**src/rtl/r_burst_arbiter_if.sv**
```systemverilog
// Handshake bundle between NUM_SRC R-channel sources, the burst arbiter and one downstream sink.
// The master modport is the sources-plus-sink side; the arbiter takes the slave modport.
interface r_burst_arbiter_if #(
    parameter int unsigned NUM_SRC = 4,
    parameter int unsigned DATA_W  = 14
);
    logic [NUM_SRC*DATA_W-1:0] DATA_IN;
    logic [NUM_SRC-1:0]        LAST_IN;
    logic [NUM_SRC-1:0]        VALID_IN;
    logic [NUM_SRC-1:0]        READY_OUT;
    logic [DATA_W-1:0]         DATA;
    logic                      LAST;
    logic                      VALID;
    logic                      READY;

    modport master (
        output DATA_IN, LAST_IN, VALID_IN, READY,
        input  READY_OUT, DATA, LAST, VALID
    );

    modport slave (
        input  DATA_IN, LAST_IN, VALID_IN, READY,
        output READY_OUT, DATA, LAST, VALID
    );
endinterface

```
**src/rtl/r_burst_arbiter.sv**
```systemverilog
// Burst-locked round-robin arbiter: one source owns the R return path from its first beat
// through LAST (or a forced release at MAX_BURST beats), feeding a one-entry output slice.
module r_burst_arbiter #(
    parameter int unsigned NUM_SRC   = 4,
    parameter int unsigned DATA_W    = 14,
    parameter int unsigned MAX_BURST = 256
) (
    input  logic                       CLK,
    input  logic                       RESETn,
    r_burst_arbiter_if.slave           bus,
    output logic [$clog2(NUM_SRC)-1:0] GRANT_ID,
    output logic                       BUSY,
    output logic                       OVERRUN
);
    localparam int unsigned ID_W  = $clog2(NUM_SRC);
    localparam int unsigned CNT_W = $clog2(MAX_BURST);

    typedef enum logic [0:0] {StIdle, StLock} state_e;

    state_e            r_state;
    logic [ID_W-1:0]   r_ptr;
    logic [ID_W-1:0]   r_grant;
    logic [CNT_W-1:0]  r_bcnt;
    logic [DATA_W-1:0] r_data;
    logic              r_last;
    logic              r_valid;
    logic              r_busy;
    logic              r_overrun;

    logic              w_found;
    logic [ID_W-1:0]   w_winner;
    logic [NUM_SRC-1:0] w_ready_out;
    logic              w_accept;
    logic              w_beat_last;
    logic [DATA_W-1:0] w_beat_data;
    logic [ID_W-1:0]   w_next_ptr;

    // First requester at or after the pointer, wrapping modulo NUM_SRC.
    always_comb begin
        w_found  = 1'b0;
        w_winner = '0;
        for (int unsigned i = 0; i < NUM_SRC; i++) begin
            int unsigned idx;
            idx = (32'(r_ptr) + i) % NUM_SRC;
            if (!w_found && bus.VALID_IN[idx]) begin
                w_found  = 1'b1;
                w_winner = ID_W'(idx);
            end
        end
    end

    // Depends only on state, slice occupancy and READY; never on VALID_IN or DATA_IN.
    always_comb begin
        w_ready_out = '0;
        if (r_state == StLock) begin
            w_ready_out[r_grant] = !r_valid || bus.READY;
        end
    end

    assign w_accept    = (r_state == StLock) && bus.VALID_IN[r_grant] && w_ready_out[r_grant];
    assign w_beat_last = bus.LAST_IN[r_grant];
    assign w_beat_data = bus.DATA_IN[32'(r_grant)*DATA_W +: DATA_W];
    assign w_next_ptr  = (r_grant == ID_W'(NUM_SRC - 1)) ? '0 : r_grant + ID_W'(1);

    always_ff @(posedge CLK or negedge RESETn) begin
        if (!RESETn) begin
            r_state   <= StIdle;
            r_ptr     <= '0;
            r_grant   <= '0;
            r_bcnt    <= '0;
            r_data    <= '0;
            r_last    <= 1'b0;
            r_valid   <= 1'b0;
            r_busy    <= 1'b0;
            r_overrun <= 1'b0;
        end else begin
            r_overrun <= 1'b0;
            if (w_accept) begin
                r_data  <= w_beat_data;
                r_last  <= w_beat_last;
                r_valid <= 1'b1;
            end else if (bus.READY) begin
                r_valid <= 1'b0;
            end

            case (r_state)
                StIdle: begin
                    if (w_found) begin
                        r_state <= StLock;
                        r_grant <= w_winner;
                        r_bcnt  <= '0;
                        r_busy  <= 1'b1;
                    end
                end
                StLock: begin
                    if (w_accept) begin
                        r_bcnt <= r_bcnt + CNT_W'(1);
                        // Release on LAST, or force it once the beat limit is reached.
                        if (w_beat_last || r_bcnt == CNT_W'(MAX_BURST - 1)) begin
                            r_state   <= StIdle;
                            r_ptr     <= w_next_ptr;
                            r_busy    <= 1'b0;
                            r_overrun <= !w_beat_last;
                        end
                    end
                end
                default: begin
                    r_state <= StIdle;
                    r_busy  <= 1'b0;
                end
            endcase
        end
    end

    assign bus.READY_OUT = w_ready_out;
    assign bus.DATA      = r_data;
    assign bus.LAST      = r_last;
    assign bus.VALID     = r_valid;
    assign GRANT_ID      = r_grant;
    assign BUSY          = r_busy;
    assign OVERRUN       = r_overrun;
endmodule

```
**src/flat_wrapper.sv**
```systemverilog
// flat-port wrapper written by rule: the top's interface ports become plain ports
module r_burst_arbiter_flat 
#(
    parameter int unsigned NUM_SRC   = 4,
    parameter int unsigned DATA_W    = 14,
    parameter int unsigned MAX_BURST = 256
)
  (CLK, RESETn, GRANT_ID, BUSY, OVERRUN, bus_DATA_IN, bus_LAST_IN, bus_VALID_IN, bus_READY, bus_READY_OUT, bus_DATA, bus_LAST, bus_VALID);
  r_burst_arbiter_if #(.NUM_SRC(NUM_SRC), .DATA_W(DATA_W)) bus_i ();
  input  logic CLK;
  input  logic RESETn;
  output logic [$clog2(NUM_SRC)-1:0] GRANT_ID;
  output logic BUSY;
  output logic OVERRUN;
  input wire logic [$bits(bus_i.DATA_IN)-1:0] bus_DATA_IN;
  input wire logic [$bits(bus_i.LAST_IN)-1:0] bus_LAST_IN;
  input wire logic [$bits(bus_i.VALID_IN)-1:0] bus_VALID_IN;
  input wire logic [$bits(bus_i.READY)-1:0] bus_READY;
  output wire logic [$bits(bus_i.READY_OUT)-1:0] bus_READY_OUT;
  output wire logic [$bits(bus_i.DATA)-1:0] bus_DATA;
  output wire logic [$bits(bus_i.LAST)-1:0] bus_LAST;
  output wire logic [$bits(bus_i.VALID)-1:0] bus_VALID;
  assign bus_i.DATA_IN = bus_DATA_IN;
  assign bus_i.LAST_IN = bus_LAST_IN;
  assign bus_i.VALID_IN = bus_VALID_IN;
  assign bus_i.READY = bus_READY;
  assign bus_READY_OUT = bus_i.READY_OUT;
  assign bus_DATA = bus_i.DATA;
  assign bus_LAST = bus_i.LAST;
  assign bus_VALID = bus_i.VALID;
  r_burst_arbiter #(.NUM_SRC(NUM_SRC), .DATA_W(DATA_W), .MAX_BURST(MAX_BURST)) u_core (.CLK(CLK), .RESETn(RESETn), .bus(bus_i), .GRANT_ID(GRANT_ID), .BUSY(BUSY), .OVERRUN(OVERRUN));
endmodule
```
**config.mk**
```make
export PLATFORM = sky130hd
export DESIGN_NAME = r_burst_arbiter_flat
export DESIGN_NICKNAME = d
export VERILOG_FILES = /design/src/rtl/r_burst_arbiter_if.sv /design/src/rtl/r_burst_arbiter.sv /design/src/flat_wrapper.sv
export SDC_FILE = /design/constraint.sdc
export NUM_CORES = 1
export LEC_CHECK = 0
export ABC_AREA = 1
export ABC_CLOCK_PERIOD_IN_PS = 5850
export CAP_MARGIN = 30
export CORE_MARGIN = 5
export CORE_UTILIZATION = 47
export CTS_BUF_LIST = sky130_fd_sc_hd__clkbuf_2
export CTS_CLUSTER_SIZE = 40
export DETAILED_ROUTE_END_ITERATION = 8
export GPL_TIMING_DRIVEN = 1
export PLACE_DENSITY = 0.87
export SETUP_SLACK_MARGIN = 0.4
export SLEW_MARGIN = 20
export SYNTH_ARGS = -nofsm -noshare
export SYNTH_HDL_FRONTEND = slang
export SYNTH_SLANG_ARGS = --single-unit
export TNS_END_PERCENT = 100
```
**constraint.sdc**
```tcl
create_clock -name CLK -period 5.85 [get_ports CLK]
set_input_delay 1.17 -clock CLK [delete_from_list [all_inputs] [get_ports CLK]]
set_output_delay 1.17 -clock CLK [all_outputs]
set_load 0.005 [all_outputs]
```
==> results of run 1 <==
-- worst max-delay path, stage by stage --
cell,delay [ns]
clkdlybuf4s50_1,0.46
inv_1,0.04
nand2_2,0.07
nand2_1,0.14
nor2_2,0.14
clkdlybuf4s50_1,0.53
-- layer usage --
metal	vias up	wire length, um
met5	-	0
met4	0	172
met3	17	584
met2	79	3140
met1	1086	2430
li1	1194	-
-- cell usage after synthesis --
master | n | area (um2)
nand2_4 | 2 | 22.5
nor2_4 | 1 | 11.3
mux2i_1 | 1 | 10.0
nor3_1 | 2 | 10.0
nand2_2 | 7 | 43.8
nand3_1 | 15 | 75.1
inv_2 | 4 | 15.0
nand3_4 | 1 | 17.5
a21oi_2 | 1 | 8.76
nor2_1 | 39 | 146
clkinv_2 | 1 | 5.00
a31oi_1 | 1 | 6.26
xor2_1 | 4 | 35.0
nor2_2 | 2 | 12.5
clkbuf_1 | 6 | 22.5
clkinv_4 | 1 | 8.76
buf_6 | 2 | 22.5
a21oi_1 | 1 | 5.00
buf_4 | 1 | 7.51
inv_1 | 15 | 56.3
dfrtp_1 | 31 | 776
ha_1 | 5 | 62.6
o21a_1 | 1 | 7.51
buf_1 | 1 | 3.75
o21ai_0 | 29 | 145
nand2_1 | 114 | 428
buf_2 | 3 | 15.0
nand4_1 | 4 | 25.0
o22ai_1 | 14 | 87.6
o211ai_1 | 2 | 15.0
nand3_2 | 1 | 10.0
o21ai_1 | 4 | 20.0
-- worst paths after layout --
kind / cells after the start / endpoint / startpoint / slack (ns)
min in group asynchronous: 2 / u_core.r_bcnt[3] / RESETn / 1.15
hold / removal: 2 / u_core.bus.DATA[0] / u_core.bus.DATA[0] / 0.51
max in group asynchronous: 2 / u_core.BUSY / RESETn / 4.40
hold reg to reg: 2 / u_core.bus.DATA[0] / u_core.bus.DATA[0] / 0.51
setup reg to reg: 11 / u_core.r_ptr[0] / u_core.GRANT_ID[1] / 3.23
setup / recovery: 6 / bus_READY_OUT[0] / bus_READY / 2.13
-- sequential cells by signal, summed over array words and instances (netlist names) --
register and count:
u_core.GRANT_ID 2, u_core.r_state 1, u_core.BUSY 1, u_core.bus.LAST 1
u_core.bus.VALID 1, u_core.OVERRUN 1, u_core.r_ptr 2, u_core.r_bcnt 8
u_core.bus.DATA 14
-- per-stage QoR --
step                hold slack, ns  cell area [um2]  utilization, %
finish                       0.507             3090            70.4
global route                 0.530             3090            70.4
CTS                          0.512             3090            70.4
detailed placement           0.473             3050            69.5
global placement             0.461             3050            69.5
floorplan                    0.462             2140               -
-- placed cells by master (no fill, tap or decap) --
| master | n |
|---|---|
| o211ai_1 | 2 |
| inv_1 | 15 |
| mux2i_1 | 1 |
| nand4_1 | 4 |
| o21a_1 | 1 |
| a21oi_2 | 1 |
| nand2_2 | 7 |
| nand2_1 | 114 |
| ha_1 | 5 |
| nor2_4 | 1 |
| xor2_1 | 4 |
| clkbuf_2 | 5 |
| clkdlybuf4s50_1 | 90 |
| clkinv_4 | 1 |
| a21oi_1 | 1 |
| dfrtp_1 | 31 |
| nor2_1 | 39 |
| clkinv_2 | 4 |
| o22ai_1 | 14 |
| o21ai_0 | 29 |
| nand2_4 | 2 |
| inv_2 | 4 |
| a31oi_1 | 1 |
| nand3_4 | 1 |
| buf_4 | 2 |
| nand3_1 | 15 |
| o21ai_1 | 4 |
| nand3_2 | 1 |
| nor2_2 | 2 |
| nor3_1 | 2 |
-- final cells by class --
class | instances | area share, %
inverter | 21 | 2.76
clock buffer | 5 | 0.811
timing repair buffer | 92 | 29.7
clock inverter | 3 | 0.486
sequential | 31 | 25.1
tap | 52 | 2.11
multi-input combinational | 251 | 39.0
-- power breakdown --
group | internal (mW) | switching, mW | total, mW
registers | 0.298 | 0.0821 | 0.380
clock network | 0.0273 | 0.0751 | 0.102
logic | 0.346 | 0.469 | 0.815
total | 0.671 | 0.626 | 1.30
-- cell families (layout without fill, tap and decap cells) --
group                    Yosys count  after routing
adder cells (fa/ha/maj)            5              5
multiplexers                       1              1
AO/OA/AOI/OAI                     53             53
AND/OR/NAND/NOR                  188            188
buffers and inverters             34            121
XOR/XNOR                           4              4
flip-flops                        31             31
==> impl_metrics.toml, run 1 <==
[logic_synthesis]
muxShareOfSynthArea_pct = 0.468
synthesis.area_um2 = 2140
synth_cell_types = 32
synth-compound-area-share_pct = 13.8
synthXorXnorAreaFrac_pct = 1.64
syn_area_per_cell_um2 = 6.76
ys_warn_count = 0
synth_cells = 316
yosys_register_bits = 31
synth_nets = 388
yosysSeqAreaShare_pct = 36.3
synth_fa_ha_area_share_pct = 2.93
synth_top_family_by_area = "simple AND/OR/NAND/NOR gates"
yosys.area_share.simple_pct = 37.5

[run_status]
status = "finished, final reports clean"

[worst_setup_path]
path_class = "in -> out"
critPathMaxFanout = 4
cp-end-kind = "output port"
crit_arrival_ns = 2.55
critPathLaunchType = "primary input"
cp.required_ns = 4.68

[sta]
min_period_ns = 3.72
relSlewSlack_pct = 53.8
hold_violations = 0
slew_violations = 0
finalWorstSetupSlack_ns = 2.13
finalSetupTns_ns = 0
timing.fmax_mhz = 269
period_share_pct = 63.6
rsz0062_at_grt = "false"
worstMarginPinSlew_ns = 0.693
setup_violations = 0
skew_ns = 0.0138

[floorplan]
rows = 24
die_h_um = 77.4
fp.dieW_um = 77.4
coreArea_um2 = 4380
dieArea_um2 = 6000
start_util_pct = 48.7
io_pins = 91

[routing]
wl_per_cell_um = 13.9
drt_wl_total_um = 6330
drt_iter0_drc = 154
first_pass_iters = 4
vias_per_cell = 5.22
final_antenna_net_count = 0
drcViolationCount = 0
vias = 2376

[global_routing]
grtUsageMet3_pct = 8.56
antenna_found_initial = 0
grt_max_degree = 41
grt_overflow_total = 0
grt_pass1_vias = 2378
met2_usage_pct = 36.3
grt.busiest_layer = "met2"
grtUsageTotal_pct = 21.2
use_met1_pct = 23.8
grt_pass1_wl_um = 10400

[place]
post-place-ws_ns = 2.13
hpwl_um = 4840
place_congestion = 0.908
placement.io_buffers = 90
dp_cells = 447

[clocking]
ctsResizeCount = 0
clk_pin_slew_worst_paths_ns = 0.16
htree_num_levels = 2
cts_tree = "built"
hold_buffers = 0
cts_buffers = 5
clock_latency_ns = 0.38
cts_root_buf = "clkbuf_2"
clockBufferDepth = 2
cts_setup_buffers = 0
clock-sinks = 31

[pwr]
total_power_mw = 1.30
powerDensity_nw_per_um2 = 420
leakagePower_nw = 1.47
ir_drop_v = 0.000246

[cells_and_area]
fin_nets = 474
final_cells = 455
n_antenna_cell = 0
drive_above_1_share_pct = 7.69
register_area_um2 = 776
fillers = 399
syn_to_final_growth_pct = 44.4
multiInputGateArea_um2 = 1200

[min_path]
hold_class = "reg -> reg"

[job]
drv_cap = 0
Note: power is estimated with default switching activity, not from simulation.
==> run 2, diff against run 1 <==
ABC_CLOCK_PERIOD_IN_PS = 3200   (was 5850)
CORE_UTILIZATION = 40   (was 47)
PLACE_DENSITY = 0.79   (was 0.87)
clock period = 3.2 ns   (was 5.85 ns; I/O delays follow)
==> impl_metrics.toml, run 2 (synthesis gave the netlist of run 1 again) <==
[cells_and_area]
layout_commonest_cell = "nand2_1"
largest_register_ff_count = 14
final_cell_mix = "114 x nand2_1, 90 x clkdlybuf4s50_1, 39 x nor2_1"
n_antenna_cell = 0
drive_above_1_share_pct = 7.92
syn_to_final_growth_pct = 46.1
fillers = 495
fin_nets = 475

[sta]
timing.fmax_mhz = 374
slew_violations = 0
setup_violations = 0
finalSetupTns_ns = 0
hold_violations = 0
min_period_ns = 2.68
period_share_pct = 83.6
skew_ns = 0.00894
relSlewSlack_pct = 73.0
rsz0062_at_grt = "true"
worstMarginPinSlew_ns = 0.405

[worst_setup_path]
path_delay_family = "buffers and inverters"
crit_chain = "buf_4, ha_1, inv_1, nor2_2, clkdlybuf4s50_1"
path_buf_inv = 3
cp.required_ns = 2.56
cpMaxStageDelayCell = "clkdlybuf4s50_1"
crit_arrival_ns = 2.04
path_class = "reg -> out"
max_stage_delay_ns = 0.51
cp-end-kind = "output port"
critPathMaxFanout = 39
critPathLaunchType = "flop"

[floorplan]
io_pins = 91
dieArea_um2 = 6900
fp.dieW_um = 83.1
coreArea_um2 = 5140
die_h_um = 83.1
start_util_pct = 41.6
rows = 26

[pwr]
power_switching_mw = 1.13
swShare_pct = 47.6
clkPwrFrac_pct = 8.1
comb_power_share_pct = 63.5
total_power_mw = 2.37
powerDensity_nw_per_um2 = 759
ir_drop_v = 0.000465
leakagePower_nw = 1.47
p_int_mw = 1.24
power.share.sequential_pct = 28.4

[routing]
first_pass_iters = 4
drt_iter0_drc = 76
drcViolationCount = 0
vias_per_cell = 4.95
wl_per_cell_um = 13.0
vias = 2346
drt_wl_total_um = 6160
final_antenna_net_count = 0

[clocking]
htree_num_levels = 2
cts_tree = "built"
clock-sinks = 31
cts_buffers = 5
cts_root_buf = "clkbuf_2"
clk_pin_slew_worst_paths_ns = 0.16
clock_latency_ns = 0.36
clockBufferDepth = 2
hold_buffers = 0

[global_routing]
grtUsageTotal_pct = 18.0
grt_overflow_total = 0
antenna_found_initial = 0
grt_pass1_wl_um = 10200
grt_pass1_vias = 2266
grt_max_degree = 40

[place]
placement.io_buffers = 90
place_congestion = 0.837
hpwl_um = 4730

[job]
drv_cap = 0

[min_path]
hold_class = "reg -> reg"

[run_status]
status = "finished, final reports clean"
run 2: changes by cell type in the layout (fill, tap and decap cells not counted), sizes merged:
cell / delta
buf: +1
clkbuf: +1
clkinv: -2
clkinvlp: +1
run 2: area by class of cell:
class | instances | area (um2) | area share (%)
multi-input combinational | 251 | 1200 | 38.6
clock inverter | 2 | 12.5 | 0.401
sequential | 31 | 776 | 24.8
clock buffer | 6 | 30.0 | 0.962
timing repair buffer | 93 | 923 | 29.6
inverter | 21 | 87.6 | 2.81
tap | 70 | 87.6 | 2.81
run 2: final timing paths:
path                                       to  slack [ns]  cells past startpoint               start
max                          bus_READY_OUT[3]        0.52                      5  u_core.GRANT_ID[0]
min in group asynchronous     u_core.r_ptr[1]        0.64                      2              RESETn
max reg2reg                   u_core.r_ptr[0]        0.96                     11  u_core.GRANT_ID[0]
max in group asynchronous  u_core.bus.DATA[5]        2.28                      2              RESETn
min reg2reg                u_core.bus.DATA[1]        0.50                      2  u_core.bus.DATA[1]
min                        u_core.bus.DATA[1]        0.50                      2  u_core.bus.DATA[1]
run 2: routing by layer:
| metal | GRT usage (%) | vias to the layer above | wire [um] |
|---|---|---|---|
| li1 | - | 1193 | - |
| met1 | 19.9 | 1054 | 2430 |
| met2 | 30.8 | 87 | 2940 |
| met3 | 7.72 | 12 | 639 |
| met4 | 6.24 | 0 | 153 |
| met5 | 0 | - | 0 |
run 2: tightest hold or removal path: stages (launching register included):
cell     delay [ns]
dfrtp_1        0.38
nand2_1        0.05
nand2_1        0.05
run 2: metrics by stage:
stage | area, um2 | setup WS [ns] | hold slack (ns) | util (%) | std cells
detailed placement | 3080 | 0.583 | 0.469 | 59.9 | 466
global placement | 3080 | 0.613 | 0.465 | 59.9 | 466
floorplan | 2140 | 1.13 | 0.344 | - | 316
finish | 3120 | 0.525 | 0.501 | 60.7 | 474
global route | 3120 | 0.377 | 0.535 | 60.7 | 474
CTS | 3120 | 0.405 | 0.509 | 60.7 | 474
run 2: power by group through the flow:
stage | logic [mW] | clock network, mW | registers (mW)
finish | 1.51 | 0.191 | 0.673
global route | 1.70 | 0.214 | 0.695
CTS | 1.52 | 0.196 | 0.672
detailed placement | 1.51 | 0 | 0.676
global placement | 1.48 | 0 | 0.673
floorplan | 0.972 | 0 | 0.657
run 2: what timing repair did:
action                                  CTS  global route
setup buffers                             0             0
endpoints found under the hold margin     0             0
resized for setup                         0             2
endpoints found under the setup margin    0             2
==> run 3, diff against run 2 <==
ABC_CLOCK_PERIOD_IN_PS = 2410   (was 3200)
clock period = 2.41 ns   (was 3.2 ns; I/O delays follow)
==> impl_metrics.toml, run 3 (synthesis gave the netlist of run 1 again) <==
[routing]
drt_iter0_drc = 138
first_pass_iters = 4
vias = 2460
dr_wl_met3_um = 671
drcViolationCount = 0
m1WireLength_um = 2590
final_antenna_net_count = 0
vias_per_cell = 4.99
wl_per_cell_um = 14.0
drt_wl_total_um = 6880
route.met2.wl_um = 3500
highest_layer = "met4"

[sta]
hold_violations = 0
worstMarginPinSlew_ns = 0.421
relSlewSlack_pct = 72.0
min_period_ns = 1.98
worst_hold_slack_ns = 0.475
rsz0062_at_grt = "true"
slew_violations = 0
finalSetupTns_ns = 0
period_share_pct = 82.3
setup_violations = 0
skew_ns = 0.0151
timing.fmax_mhz = 504

[cells_and_area]
largest_register_ff_count = 14
fillers = 490
post-route-util_pct = 64.9
drive_above_1_share_pct = 14.2
syn_to_final_growth_pct = 56.2
final_cells = 493
register_area_um2 = 778
fin_nets = 494
final_cell_mix = "113 x nand2_1, 84 x clkdlybuf4s50_1, 38 x nor2_1"
layout_commonest_cell = "nand2_1"
n_antenna_cell = 0
multiInputGateArea_um2 = 1230

[pwr]
power.share.sequential_pct = 26.4
ir_drop_v = 0.000459
leakagePower_nw = 1.61
powerDensity_nw_per_um2 = 1030
clkPwrFrac_pct = 7.1
swShare_pct = 46.9
power_switching_mw = 1.62
comb_power_share_pct = 66.5
p_int_mw = 1.83

[clocking]
cts_buffers = 5
cts_root_buf = "clkbuf_2"
clock_latency_ns = 0.36
cts_tree = "built"
clk_pin_slew_worst_paths_ns = 0.16
clockBufferDepth = 2
clock-sinks = 31
htree_num_levels = 2
hold_buffers = 0

[place]
place_congestion = 0.858
hpwl_um = 4950
dp_cells = 470
placement.io_buffers = 90

[global_routing]
grt_pass1_wl_um = 10800
antenna_found_initial = 0
grt_overflow_total = 0
grt_pass1_vias = 2358
grtUsageTotal_pct = 18.9
grt_max_degree = 33

[worst_setup_path]
critPathMaxFanout = 2
path_class = "reg -> out"
cp.required_ns = 1.93
cp-end-kind = "output port"
critPathLaunchType = "flop"
crit_arrival_ns = 1.50

[floorplan]
io_pins = 91
dieArea_um2 = 6900
fp.dieW_um = 83.1
rows = 26
coreArea_um2 = 5140
die_h_um = 83.1
start_util_pct = 41.6

[run_status]
status = "finished, final reports clean"

[job]
drv_cap = 0

[min_path]
hold_class = "in -> async"
## run 3: cell count changes in the layout (fill, tap and decap cells not counted), sizes merged
| cell | delta |
|---|---|
| clkdlybuf4s50 | -6 |
| inv | +1 |
| dlymetal6s2s | +3 |
| buf | +20 |
| clkdlybuf4s15 | +1 |
## run 3: per-layer routing
layer	track usage, %	up-vias
met1	20.6	1113
met3	8.12	12
met2	32.9	105
met5	0	-
met4	5.94	0
li1	-	1230
## run 3: metrics by stage
| step | power, mW | worst slack [ns] | cell area [um2] |
|---|---|---|---|
| finish | 3.45 | 0.426 | 3340 |
| global route | 3.77 | 0.289 | 3340 |
| CTS | 3.29 | 0.159 | 3230 |
| detailed placement | 2.95 | 0.106 | 3110 |
| global placement | 2.90 | 0.146 | 3110 |
| floorplan | 2.16 | 0.418 | 2140 |
## run 3: worst paths after layout
check / endpoint / cells past startpoint / start / slack [ns]
worst max-delay path: bus_READY_OUT[1] / 7 / u_core.GRANT_ID[0] / 0.43
worst min-delay path: u_core.r_bcnt[5] / 2 / RESETn / 0.48
worst max register to register: u_core.r_bcnt[2] / 12 / u_core.GRANT_ID[0] / 0.51
worst min register to register: u_core.bus.DATA[1] / 2 / u_core.bus.DATA[1] / 0.50
max in group asynchronous: u_core.GRANT_ID[0] / 2 / RESETn / 1.62
min in group CLK: u_core.bus.DATA[1] / 2 / u_core.bus.DATA[1] / 0.50
## run 3: area by class of cell
class	count	area share [%]
tap	70	2.62
inverter	21	2.74
clock inverter	3	0.450
timing repair buffer	112	33.2
multi-input combinational	251	36.9
sequential	31	23.3
clock buffer	5	0.750
## run 3: timing repair
item / 4_1_cts / 5_1_grt
gates resized for setup: 17 / 17
setup buffers: 10 / 4
pin swaps: 0 / 2
setup endpoints to repair: 6 / 17
gates cloned: 0 / 1
## run 3: worst max-delay path, cell delays in order (launching register included)
cell,delay (ns)
dfrtp_2,0.46
buf_6,0.13
buf_6,0.11
buf_6,0.11
ha_4,0.15
inv_2,0.04
nor2_2,0.03
buf_2,0.12
## run 3: power groups by stage
stage / clock network [mW] / logic, mW / registers (mW)
after floorplan: 0 / 1.29 / 0.872
after global placement: 0 / 1.99 / 0.915
after detailed placement: 0 / 2.03 / 0.921
after CTS: 0.254 / 2.13 / 0.904
after global routing: 0.284 / 2.55 / 0.935
final: 0.246 / 2.30 / 0.911
